## src/rtl/cpu_types_pkg.sv

```systemverilog
// cpu_types_pkg: types shared across the MIPS core and its memory interface.
package cpu_types_pkg;

  // Status reported by the RAM model on its single port.
  typedef enum logic [1:0] {
    FREE   = 2'b00,
    BUSY   = 2'b01,
    ACCESS = 2'b10,
    ERROR  = 2'b11
  } ramstate_t;

endpackage : cpu_types_pkg

```

## src/rtl/mem_arb_pkg.sv

```systemverilog
// mem_arb_pkg: grant-FSM states and defaults for the instruction/data RAM arbiter.
package mem_arb_pkg;

  // Arbiter grant state: idle, instruction fetch owns the port, data owns the port.
  typedef enum logic [1:0] {
    IDLE   = 2'b00,
    IGRANT = 2'b01,
    DGRANT = 2'b10
  } arb_state_t;

  // Default bound on how long a granted access may wait for the RAM.
  localparam int TIMEOUT_CYCLES_DEFAULT = 64;

  // True while some requester owns the RAM port.
  function automatic logic is_grant(input arb_state_t s);
    return (s == IGRANT) || (s == DGRANT);
  endfunction

endpackage : mem_arb_pkg

```

## src/rtl/mem_arb_watchdog.sv

```systemverilog
// mem_arb_watchdog: saturating cycle counter that flags an access stuck too long.
// Used by mem_arbiter only when MEM_ARB_TIMEOUT_EN is defined.
module mem_arb_watchdog
  import mem_arb_pkg::*;
#(
  parameter int LIMIT = TIMEOUT_CYCLES_DEFAULT
) (
  input  logic CLK,
  input  logic RST,
  input  logic clr_i,
  input  logic en_i,
  output logic expired_o
);

  localparam int CNT_W = (LIMIT > 2) ? $clog2(LIMIT) : 1;

  logic [CNT_W-1:0] cnt_q;

  // Count enabled cycles since the last clear, holding once the limit is reached.
  always_ff @(posedge CLK or posedge RST) begin
    if (RST) begin
      cnt_q <= '0;
    end else if (clr_i) begin
      cnt_q <= '0;
    end else if (en_i && !expired_o) begin
      cnt_q <= cnt_q + 1'b1;
    end
  end

  assign expired_o = (cnt_q == CNT_W'(LIMIT - 1));

endmodule : mem_arb_watchdog

```

## src/rtl/mem_arbiter.sv

```systemverilog
// mem_arbiter: shares the single RAM port between instruction fetch and data
// load/store. Data has priority, but a waiting fetch always wins right after a
// data completion. RAM-side outputs come straight from registers latched at grant.
// Optional: define MEM_ARB_TIMEOUT_EN to abort grants the RAM never serves.
module mem_arbiter
  import cpu_types_pkg::*;
  import mem_arb_pkg::*;
#(
  parameter int ADDR_W         = 32,
  parameter int DATA_W         = 32,
  parameter int TIMEOUT_CYCLES = TIMEOUT_CYCLES_DEFAULT
) (
  input  logic              CLK,
  input  logic              RST,
  input  logic              iREN,
  input  logic [ADDR_W-1:0] iaddr,
  input  logic              dREN,
  input  logic              dWEN,
  input  logic [ADDR_W-1:0] daddr,
  input  logic [DATA_W-1:0] dstore,
  input  ramstate_t         ramstate,
  input  logic [DATA_W-1:0] ramload,
  output logic              ramREN,
  output logic              ramWEN,
  output logic [ADDR_W-1:0] ramaddr,
  output logic [DATA_W-1:0] ramstore,
  output logic              ihit,
  output logic [DATA_W-1:0] iload,
  output logic              dhit,
  output logic [DATA_W-1:0] dload,
  output logic              arb_err
);

  arb_state_t        state_q;
  logic              last_was_data_q;
  logic              arb_err_q;
  logic              ren_q;
  logic              wen_q;
  logic [ADDR_W-1:0] addr_q;
  logic [DATA_W-1:0] store_q;

  logic d_req;
  logic d_wins;
  logic ram_ready;
  logic ram_error;
  logic timeout;

  assign d_req     = dREN | dWEN;
  // Data goes first unless the previous completion was data and a fetch waits.
  assign d_wins    = d_req && !(last_was_data_q && iREN);
  assign ram_ready = (ramstate == ACCESS);
  assign ram_error = (ramstate == ERROR);

`ifdef MEM_ARB_TIMEOUT_EN
  logic wd_expired;

  mem_arb_watchdog #(
    .LIMIT(TIMEOUT_CYCLES)
  ) u_watchdog (
    .CLK      (CLK),
    .RST      (RST),
    .clr_i    (state_q == IDLE),
    .en_i     (is_grant(state_q) && !ram_ready),
    .expired_o(wd_expired)
  );

  assign timeout = is_grant(state_q) && wd_expired && !ram_ready;
`else
  // Without the watchdog a grant waits for the RAM indefinitely.
  logic unused_timeout_cfg;
  assign unused_timeout_cfg = ^TIMEOUT_CYCLES;
  assign timeout            = 1'b0;
`endif

  // Grant FSM: arbitrate in IDLE, latch the winner's request, release on completion/error/timeout.
  // NOTE: non-blocking assignments here so every register samples pre-edge values;
  // the async reset also clears the RAM enables without waiting for a clock.
  always_ff @(posedge CLK or posedge RST) begin
    if (RST) begin
      state_q         <= IDLE;
      last_was_data_q <= 1'b0;
      arb_err_q       <= 1'b0;
      ren_q           <= 1'b0;
      wen_q           <= 1'b0;
      addr_q          <= '0;
      store_q         <= '0;
    end else begin
      unique case (state_q)
        IDLE: begin
          if (d_wins) begin
            state_q <= DGRANT;
            addr_q  <= daddr;
            store_q <= dstore;
            ren_q   <= dREN & ~dWEN;  // a write wins over a simultaneous read
            wen_q   <= dWEN;
          end else if (iREN) begin
            state_q <= IGRANT;
            addr_q  <= iaddr;
            ren_q   <= 1'b1;
            wen_q   <= 1'b0;
          end
        end
        IGRANT, DGRANT: begin
          if (ram_ready) begin
            state_q         <= IDLE;
            ren_q           <= 1'b0;
            wen_q           <= 1'b0;
            last_was_data_q <= (state_q == DGRANT);
          end else if (ram_error) begin
            // The requester still holds its request, so the access is retried.
            state_q   <= IDLE;
            ren_q     <= 1'b0;
            wen_q     <= 1'b0;
            arb_err_q <= 1'b1;
          end else if (timeout) begin
            state_q         <= IDLE;
            ren_q           <= 1'b0;
            wen_q           <= 1'b0;
            arb_err_q       <= 1'b1;
            last_was_data_q <= (state_q == DGRANT);
          end
        end
        default: begin
          state_q <= IDLE;
          ren_q   <= 1'b0;
          wen_q   <= 1'b0;
        end
      endcase
    end
  end

  assign ramREN   = ren_q;
  assign ramWEN   = wen_q;
  assign ramaddr  = addr_q;
  assign ramstore = store_q;

  // Hits are combinational in the cycle the RAM reports ACCESS.
  assign ihit    = (state_q == IGRANT) && ram_ready;
  assign dhit    = (state_q == DGRANT) && ram_ready;
  assign iload   = ihit ? ramload : '0;
  assign dload   = dhit ? ramload : '0;
  assign arb_err = arb_err_q;

endmodule : mem_arbiter

```

## config.mk

```make
export PLATFORM = sky130hd
export DESIGN_NAME = mem_arbiter
export DESIGN_NICKNAME = d
export VERILOG_FILES = /design/src/rtl/cpu_types_pkg.sv /design/src/rtl/mem_arb_pkg.sv /design/src/rtl/mem_arb_watchdog.sv /design/src/rtl/mem_arbiter.sv
export SDC_FILE = /design/constraint.sdc
export NUM_CORES = 1
export LEC_CHECK = 0
export BUFFER_PORTS_ARGS = -buffer_cell sky130_fd_sc_hd__buf_4
export CORE_AREA = 4 4 101 103
export CTS_CLUSTER_DIAMETER = 80
export DETAILED_ROUTE_END_ITERATION = 10
export DIE_AREA = 0 0 105 107
export GPL_ROUTABILITY_DRIVEN = 0
export PLACE_DENSITY = 0.86
export SYNTH_ARGS = -nofsm -noshare
export SYNTH_HDL_FRONTEND = slang
export SYNTH_HIERARCHICAL = 1
export SYNTH_SLANG_ARGS = --single-unit
```

## constraint.sdc

```tcl
create_clock -name CLK -period 2.7 [get_ports CLK]
set_clock_uncertainty 0.1 [all_clocks]
set_input_delay 0.135 -clock CLK [delete_from_list [all_inputs] [get_ports CLK]]
set_output_delay 0.135 -clock CLK [all_outputs]
set_load 0.05 [all_outputs]
```

==> run_results.csv, run 1 <==
group,metric,value,unit
worst_hold_path,worstHoldStart,"iaddr[10]",
grt,first_global_vias,4164,
synthesis,yosysSeqAreaShare,0.507,
sta,finalHoldViolCount,0,
floorplanning,ios,268,
setup_path,critical-path-top-delay-family,"adder cells",
grt,grt_max_degree,68,
run,maxCapViolCount,0,
floorplanning,rows,35,
synthesis,syn_avg_cell_area,11.0,um^2
sta,fin_crit_sh,0.866,
cts,htree_num_levels,3,
worst_hold_path,holdPathStages,3,
floorplanning,chipWidth,105,um
sta,whs,0.0103,ns
setup_path,worst-path-stages,4,
setup_path,crit_end,"dload[14]",
cts,cts_root_buffer,"clkbuf_8",
setup_path,crit_path_top_delay_cell,"ha_1",
cts,cts_setup_buffers,0,
setup_path,critPathBufInv,2,
cts,clk_latency,0.33,ns
synthesis,synthDistinctLibCells,27,
drt,route.detailed.drc,0,
layout,nets,784,
worst_hold_path,worstHoldPathType,"input pin to register",
drt,routed_wl,14000,um
drt,num_vias,3819,
synthesis,yosys_warnings,6,
sta,worstMarginPinSlew,0.900,ns
setup_path,slowest_delay,0.75,ns
layout,nFillCells,632,
setup_path,start_kind,"register",
sta,fin_setup_tns,0,ns
sta,slew_viol_final,0,
synthesis,ys_seq_elements,70,
place,hpwl,9540,um
sta,min_period,2.34,ns
synthesis,synth_xor_area_frac,0,
synthesis,synth.cell_area,3450,um^2
place,port_buffers,267,
synthesis,netlist_instances,314,
synthesis,synthMuxAreaShare,0.200,
pwr,cellLeakagePower,3.46,nW
pwr,ir_drop,0.513,mV
layout,seqCellArea,1750,um^2
cts,postCtsHoldBufs,74,
grt,track_usage,0.243,
setup_path,reg2reg_depth,5,
setup_path,startpoint,"state_q[0]",
setup_path,r2r-start,"last_was_data_q",
grt,grt_pass1_wl,21400,um
setup_path,ff2ff_setup_slack,0.41,ns
setup_path,timing.rr.end,"ramaddr[4]",
layout,fin_util,0.703,
drt,via_per_inst,5.01,
drt,wl_per_cell,18.3,um
synthesis,synth_compound_area_frac,0.0724,
setup_path,crit_path_max_fanout,34,
cts,clock_sinks,70,
cts,cts_buffers,9,
layout,drive_above_1_share,0.456,
cts,cts-resized-gates,0,
synthesis,synth-simple-area-share,0.166,
sta,max_slew_margin,0.400,
floorplanning,die_h,107,um
sta,rsz0062_at_grt,"false",
sta,finalSetupViolCount,0,
place,placed_area,5540,um^2
grt,antenna_found_initial,1,
cts,clock_tree.buffer_depth,2,
drt,drtPass1Iterations,6,
floorplanning,start_util,0.376,
drt,ant_nets,0,
layout,area_growth,87.2,%
synthesis,yosys.area_share.adder,0.0109,
pwr,pwr_density_cell,1140,nW/um^2
layout,stdcell_area,6470,um^2
synthesis,synth_top_family_by_area,"multiplexers",
setup_path,end_kind,"output pin",
grt,overflow,0,
setup_path,cp.arrival,2.10,ns
floorplanning,core,9200,um^2
layout,stdcell_count,763,
run_status,status,"completed",
setup_path,critPathRequiredTime,2.47,ns
place,dpl.cell_count,671,
floorplanning,dieArea,11200,um^2
layout,multi_input_area,1580,um^2
synthesis,syn_nets,452,
setup_path,crit_chain,"inv_1, ha_1, and3_1, buf_4",
sta,max_freq,428,MHz
drt,drt-initial-drc-count,173,
cts,cts_tree,"done",
setup_path,path_class,"register to output pin",
cts,clk_pin_slew,0.08,ns
==> placed cells by master (no fill, tap or decap), drive strengths merged, types with 3 or more instances in the layout <==
cell type / instances
buf: 272
dlygate4sd3: 75
dfrtp: 70
and3: 64
nand2: 36
mux2: 33
mux2i: 32
o21ai: 32
clkbuf: 11
clkinv: 4
a22o: 3
ha: 3
inv: 3
==> sequential cells by signal (all words and copies together) (netlist names) <==
name / count
arb_err: 1
state_q: 2
ramREN: 1
last_was_data_q: 1
ramstore: 32
ramWEN: 1
ramaddr: 32
==> worst reg2reg max path, cell delays in order, from the launching register on <==
cell and delay [ns]:
dfrtp_1 0.46, o2bb2ai_4 0.38, buf_4 0.35, mux2i_1 0.22, dlygate4sd3_1 0.59, o21ai_1 0.06
==> stage by stage <==
step	power, W	setup slack, ns
4_1_cts	0.00733	0.354
3_3_place_gp	0.00631	0.774
6_report	0.00734	0.362
2_1_floorplan	0.00502	0.697
5_1_grt	0.00769	0.200
3_5_place_dp	0.00644	0.708
==> power by group <==
group / internal [W] / switching [W] / leakage (nW)
clock network: 0.000359 / 0.000404 / 0.0893
logic: 0.00150 / 0.00317 / 2.53
registers: 0.00158 / 0.000325 / 0.836
total: 0.00344 / 0.00390 / 3.46
==> routing by layer <==
layer	wire, um	up-vias	global-route usage
li1	-	1772	-
met1	4770	1822	0.243
met2	7790	192	0.467
met3	965	33	0.0674
met4	471	0	0.107
met5	0	-	0
==> Yosys cell counts, drive strengths merged <==
| library cell | number | area (um^2) |
|---|---|---|
| dfrtp | 70 | 1750 |
| and3 | 64 | 400 |
| nand2 | 36 | 138 |
| mux2 | 33 | 372 |
| mux2i | 32 | 320 |
| o21ai | 32 | 160 |
| clkbuf | 14 | 53.8 |
| buf | 12 | 86.3 |
| a22o | 3 | 26.3 |
| ha | 3 | 37.5 |
| inv | 3 | 11.3 |
| and2 | 2 | 12.5 |
| nor2b | 2 | 12.5 |
| a21o | 1 | 7.51 |
| a2bb2oi | 1 | 15.0 |
| a31o | 1 | 8.76 |
| a32o | 1 | 10.0 |
| nor2 | 1 | 3.75 |
| nor3 | 1 | 5.00 |
| o2bb2ai | 1 | 15.0 |
| o31ai | 1 | 7.51 |
==> logic make-up (layout without fill, tap and decap cells) <==
kind of cell,Yosys count,count (layout)
AND/OR/NAND/NOR,106,106
other,0,1
flip-flops,70,70
AO/OA/AOI/OAI,41,41
buffers and inverters,29,366
adder cells (fa/ha/maj),3,3
multiplexers,65,65
==> worst min path at each step <==
| stage | to | slack [ns] |
|---|---|---|
| 2_1_floorplan | ramstore[0] | 0.17 |
| 3_3_place_gp | ramstore[28] | 0.17 |
| 3_5_place_dp | ramstore[10] | 0.18 |
| 4_1_cts | ramaddr[10] | 0.0002 |
| 5_1_grt | ramaddr[15] | 0.01 |
| 6_report | ramaddr[10] | 0.01 |
==> cell type report <==
type | instances | area share
timing repair buffer | 347 | 0.434
sequential | 70 | 0.271
multi-input combinational | 215 | 0.244
clock buffer | 11 | 0.0219
tap | 111 | 0.0215
clock inverter | 5 | 0.00542
inverter | 3 | 0.00174
antenna | 1 | 0.000387
(Power assumes the default switching activity.)
==> inputs of run 2 (changes only) <==
Settings changed: ABC_AREA set to 1, CORE_AREA 4 4 101 103 to unset, CORE_MARGIN set to 4, CORE_UTILIZATION set to 41, DIE_AREA 0 0 105 107 to unset, PLACE_DENSITY 0.86 to 0.9.
==> run 2 against run 1 <==
Synthesized cell count increased by 79%. Utilization increased by 0.91 points. Total power increased by 1.3%. Wire length increased by 4.9%. Sequential share of layout area decreased by 0.35 points. Non-clock buffer count decreased by 31. Critical endpoint is now dload[17]. Highest routed layer unchanged.
==> run_results.csv, run 2 <==
group,metric,value,unit
run_status,status,"completed",
synthesis,synthMuxAreaShare,0,
drt,routed_wl,14700,um
sta,max_freq,413,MHz
synthesis,synth_top_family_by_area,"simple AND/OR/NAND/NOR gates",
synthesis,synth.most_common_cell,"nand2_1",
sta,rsz0062_at_grt,"false",
cts,cts_tree,"done",
synthesis,synth_top_cell_by_area,"dfrtp_1",
pwr,netSwitchingPower,0.00397,W
place,dpl.cell_count,917,
pwr,internal_power,0.00346,W
cts,cts_buffers,9,
cts,clock_tree.buffer_depth,2,
synthesis,synth-simple-area-share,0.373,
floorplanning,start_util,0.418,
sta,finalSetupViolCount,0,
pwr,p_clk_frac,0.135,
synthesis,synthDistinctLibCells,18,
floorplanning,die_h,105,um
setup_path,cpMostUsedCell,"buf_4",
setup_path,crit_path_max_fanout,18,
synthesis,synth.top_cells.by_area,"dfrtp_1 (46%), nand2_1 (17%), nand3_1 (13%)",
sta,fin_setup_tns,0,ns
setup_path,end_kind,"output pin",
synthesis,yosys-top-cells-count,"nand2_1 (175), inv_1 (105), nand3_1 (103)",
cts,cts_root_buffer,"clkbuf_8",
setup_path,crit_end,"dload[17]",
sta,slew_viol_final,0,
synthesis,syn_nets,700,
layout,nFillCells,679,
layout,fin_util,0.712,
floorplanning,rows,35,
drt,ant_nets,0,
setup_path,crit_chain,"inv_1, ha_1, nand3_1, buf_4, nor2_1, buf_4",
pwr,cellLeakagePower,4.00,nW
place,port_buffers,267,
layout,stdcell_count,974,
setup_path,cp.arrival,2.19,ns
synthesis,synthArstFlopShare,1.00,
setup_path,path_class,"register to output pin",
grt,overflow,0,
cts,htree_num_levels,3,
run,maxCapViolCount,0,
floorplanning,chipWidth,105,um
pwr,switching_share,0.534,
synthesis,synth-main-ff-cell,"dfrtp_1",
worst_hold_path,worstHoldPathType,"input pin to register",
synthesis,netlist_instances,562,
setup_path,ff2ff_setup_slack,0.51,ns
synthesis,synth_edf_count,0,
setup_path,slowest_delay,0.43,ns
drt,drt-initial-drc-count,329,
sta,min_period,2.42,ns
synthesis,yosys_warnings,6,
pwr,power.total,0.00744,W
drt,via_per_inst,4.77,
layout,layout_commonest_cell,"buf_4",
drt,drtPass1Iterations,4,
pwr,pwr_density_cell,1140,nW/um^2
floorplanning,dieArea,11000,um^2
place,pre_cts_ws,0.264,ns
synthesis,synth_compound_area_frac,0.0130,
layout,final_cell_mix,"buf_4 (274), nand2_1 (175), inv_1 (104), nand3_1 (103), dfrtp_1 (70)",
layout,n_antenna_cell,0,
grt,grt_pass1_wl,22900,um
grt,grt_max_degree,39,
sta,fin_crit_sh,0.897,
setup_path,timing.rr.end,"ramstore[28]",
synthesis,syn_avg_cell_area,6.84,um^2
pwr,ir_drop,0.710,mV
floorplanning,core,9200,um^2
setup_path,startpoint,"state_q[0]",
floorplanning,ios,268,
layout,area_growth,70.3,%
sta,max_slew_margin,0.399,
grt,antenna_found_initial,0,
synthesis,ys_seq_elements,70,
setup_path,critPathRequiredTime,2.47,ns
cts,clock_sinks,70,
sta,finalHoldViolCount,0,
synthesis,synth_xor_area_frac,0,
cts,cts-resized-gates,0,
sta,setup_ws,0.277,ns
cts,clk_pin_slew,0.07,ns
drt,route.detailed.drc,0,
setup_path,crit_path_top_delay_cell,"nand3_1",
setup_path,reg2reg_depth,6,
grt,track_usage,0.255,
drt,wl_per_cell,15.1,um
layout,drive_above_1_share,0.349,
cts,cts_setup_buffers,0,
setup_path,start_kind,"register",
grt,first_global_vias,4534,
cts,clk_latency,0.33,ns
pwr,seqPwrFrac,0.253,
synthesis,yosys.area_share.adder,0.00976,
pwr,power_frac_comb,0.612,
setup_path,r2r-start,"last_was_data_q",
synthesis,yosysSeqAreaShare,0.455,
synthesis,synth.cell_area,3850,um^2
synthesis,netlist.area_leader.share,0.455,
sta,worstMarginPinSlew,0.901,ns
place,hpwl,9930,um
layout,nets,997,
drt,num_vias,4648,
[run 2: cell count changes after synthesis, moves of 27 or more]
cell	previous run	this run
and3_1	64	0
inv_1	3	105
nor2_1	1	65
mux2_1	30	0
nand3_1	0	103
o21ai_0	27	0
mux2i_1	32	0
nand2_1	35	175
[run 2: stage by stage]
stage	area, um^2	hold WS [ns]
floorplan	3850	0.180
global placement	5900	0.192
detailed placement	5900	0.200
CTS	6540	0.000226
global route	6550	0.0129
finish	6550	0.0122
[run 2: kinds of logic (layout without fill, tap and decap cells)]
group           after synthesis  after routing
flops                        70             70
simple gates                346            346
buf+inv                     139            439
compound gates                4              5
fa+ha+maj                     3              3
[run 2: worst min-delay path by stage]
| stage | start | to | slack [ns] | cells past startpoint |
|---|---|---|---|---|
| 2_1_floorplan | dstore[30] | ramstore[30] | 0.18 | 2 |
| 3_3_place_gp | RST | ramstore[10] | 0.19 | 2 |
| 3_5_place_dp | RST | ramstore[5] | 0.20 | 2 |
| 4_1_cts | iaddr[28] | ramaddr[28] | 0.0002 | 5 |
| 5_1_grt | iaddr[24] | ramaddr[24] | 0.01 | 5 |
| 6_report | iaddr[10] | ramaddr[10] | 0.01 | 5 |
[run 2: metal layers]
metal	part of all wire	GRT usage	vias to the layer above
met2	0.49	0.423	227
met4	0.019	0.0740	0
met5	0	0	-
met3	0.086	0.0704	28
li1	-	-	2268
met1	0.41	0.325	2125
[run 2: timing repair]
action	CTS	global route
hold buffers	41	0
setup endpoints to repair	0	32
endpoints found under the hold margin	71	0
[run 2: critical path: cells and delay by family (launching register included)]
family | cells | cell delay (ns)
fa+ha+maj | 1 | 0.14
buf+inv | 3 | 0.72
simple gates | 2 | 0.59
flops | 1 | 0.40
[run 2: cell type report]
class	count	area [um^2]	share of cell area
Multi-Input combinational cell	354	1530	0.234
Sequential cell	70	1750	0.267
Timing Repair Buffer	316	2490	0.380
Tap cell	111	139	0.0212
Clock inverter	6	111	0.0170
Clock buffer	9	124	0.0189
Inverter	108	405	0.0619
[run 2: power groups by stage]
| stage | sequential [W] | clock [W] | combinational, W |
|---|---|---|---|
| 2_1_floorplan | 0.00356 | 0 | 0.00139 |
| 4_1_cts | 0.00186 | 0.00102 | 0.00450 |
| 3_3_place_gp | 0.00188 | 0 | 0.00437 |
| 3_5_place_dp | 0.00187 | 0 | 0.00445 |
| 6_report | 0.00188 | 0.00100 | 0.00455 |
| 5_1_grt | 0.00194 | 0.00107 | 0.00482 |
==> inputs of run 3 (changes only) <==
Settings changed: CORE_ASPECT_RATIO set to 0.75, REMOVE_ABC_BUFFERS set to 1.
==> run 3 against run 2 <==
Critical endpoint is now ramstore[26]. Total power up 2.0%. Clock power increased by 19%. Final area is 0.46% higher. First-iteration DRC count decreased by 39%. Global-route usage decreased by 0.66 points.
==> run_results.csv, run 3 (synthesis gave the netlist of run 2 again) <==
group,metric,value,unit
run_status,status,"completed",
sta,fin_crit_sh,0.754,
floorplanning,ios,268,
grt,overflow,0,
setup_path,crit_path_top_delay_cell,"nand2_2",
setup_path,crit_chain,"nand2_2, o21ai_4, inv_2, nand2_2, nand2_1, nand2_1",
floorplanning,dieArea,11000,um^2
cts,cts-resized-gates,0,
floorplanning,rows,30,
sta,fin_setup_tns,0,ns
drt,route.detailed.drc,0,
layout,area_growth,71.1,%
cts,cts_setup_buffers,0,
sta,finalSetupViolCount,0,
cts,htree_num_levels,3,
place,hpwl,9790,um
floorplanning,core,9080,um^2
setup_path,critPathRequiredTime,2.80,ns
drt,via_per_inst,4.65,
setup_path,slowest_delay,0.52,ns
drt,routed_wl,13900,um
drt,ant_nets,0,
setup_path,crit_path_max_fanout,34,
pwr,ir_drop,0.697,mV
sta,finalHoldViolCount,0,
floorplanning,chipWidth,120,um
floorplanning,die_h,91.9,um
worst_hold_path,worstHoldPathType,"input pin to register",
floorplanning,start_util,0.423,
sta,rsz0062_at_grt,"false",
grt,grt_pass1_wl,21900,um
layout,n_antenna_cell,0,
drt,wl_per_cell,14.1,um
setup_path,end_kind,"register",
cts,clk_latency,0.32,ns
layout,final_cell_mix,"buf_4 (275), nand2_1 (175), inv_1 (104), nand3_1 (103), dfrtp_1 (70)",
cts,cts_buffers,9,
cts,cts_tree,"done",
setup_path,path_class,"register to register",
cts,postCtsHoldBufs,35,
cts,clock_tree.buffer_depth,2,
drt,num_vias,4587,
grt,grt_max_degree,40,
drt,drtPass1Iterations,4,
grt,track_usage,0.248,
sta,slew_viol_final,0,
pwr,cellLeakagePower,4.01,nW
sta,worstMarginPinSlew,0.670,ns
sta,max_freq,491,MHz
layout,nets,991,
setup_path,start_kind,"register",
sta,max_slew_margin,0.552,
drt,drt-initial-drc-count,201,
layout,drive_above_1_share,0.352,
grt,first_global_vias,4323,
run,maxCapViolCount,0,
place,port_buffers,267,
sta,whs,0.0174,ns
cts,clk_pin_slew,0.06,ns
setup_path,cp.arrival,2.13,ns
layout,layout_commonest_cell,"buf_4",
cts,clock_sinks,70,
grt,antenna_found_initial,0,
pwr,pwr_density_cell,1150,nW/um^2
cts,cts_root_buffer,"clkbuf_16",
sta,min_period,2.04,ns
run 3: changes by cell type in the layout (fill, tap and decap cells not counted):
cell / change
dlygate4sd3_1: -6
buf_4: +1
clkinv_2: -1
bufinv_16: -2
clkbuf_16: +9
o21ai_2: -1
clkinvlp_4: +1
clkbuf_8: -9
inv_6: +3
run 3: cell type report:
cell class | count | area (um^2)
clock buffer | 9 | 225
clock inverter | 7 | 80.1
fill | 699 | 2500
inverter | 108 | 405
multi-input combinational | 353 | 1520
sequential | 70 | 1750
tap | 128 | 160
timing repair buffer | 311 | 2430
run 3: worst max-delay path, delay by kind of cell, from the launching register on:
kind | cells | cell delay [ns]
flops | 1 | 0.38
buf+inv | 1 | 0.41
simple gates | 4 | 0.95
compound gates | 1 | 0.06
run 3: worst paths after layout:
kind	depth (start not counted)	from	slack, ns	endpoint
setup / recovery	6	last_was_data_q	0.66	ramstore[26]
min in group asynchronous	3	RST	0.38	ramstore[25]
setup reg to reg	6	last_was_data_q	0.66	ramstore[26]
max in group asynchronous	4	RST	1.46	ramaddr[16]
hold reg to reg	2	ramstore[11]	0.38	ramstore[11]
hold / removal	5	iaddr[27]	0.02	ramaddr[27]
run 3: report_power, final:
part | leakage, nW | switching [W] | internal, W | total, W
clock | 0.143 | 0.000467 | 0.000726 | 0.00119
sequential | 0.850 | 0.000316 | 0.00157 | 0.00188
combinational | 3.01 | 0.00322 | 0.00128 | 0.00451
run 3: per-stage QoR:
step                 util  total power (W)  worst slack, ns  area [um^2]  cells
finish              0.724          0.00758            0.665         6580    986
global route        0.724          0.00798            0.481         6580    986
CTS                 0.724          0.00759            0.737         6580    986
detailed placement  0.652          0.00632            0.744         5920    935
global placement    0.652          0.00625            0.839         5920    935
floorplan               -          0.00481            0.419         3680    531
run 3: per-layer routing:
metal | track usage | part of all wire | vias up
li1 | - | - | 2254
met1 | 0.289 | 0.37 | 2117
met2 | 0.452 | 0.54 | 194
met3 | 0.0647 | 0.077 | 22
met4 | 0.0705 | 0.018 | 0
met5 | 0 | 0 | -
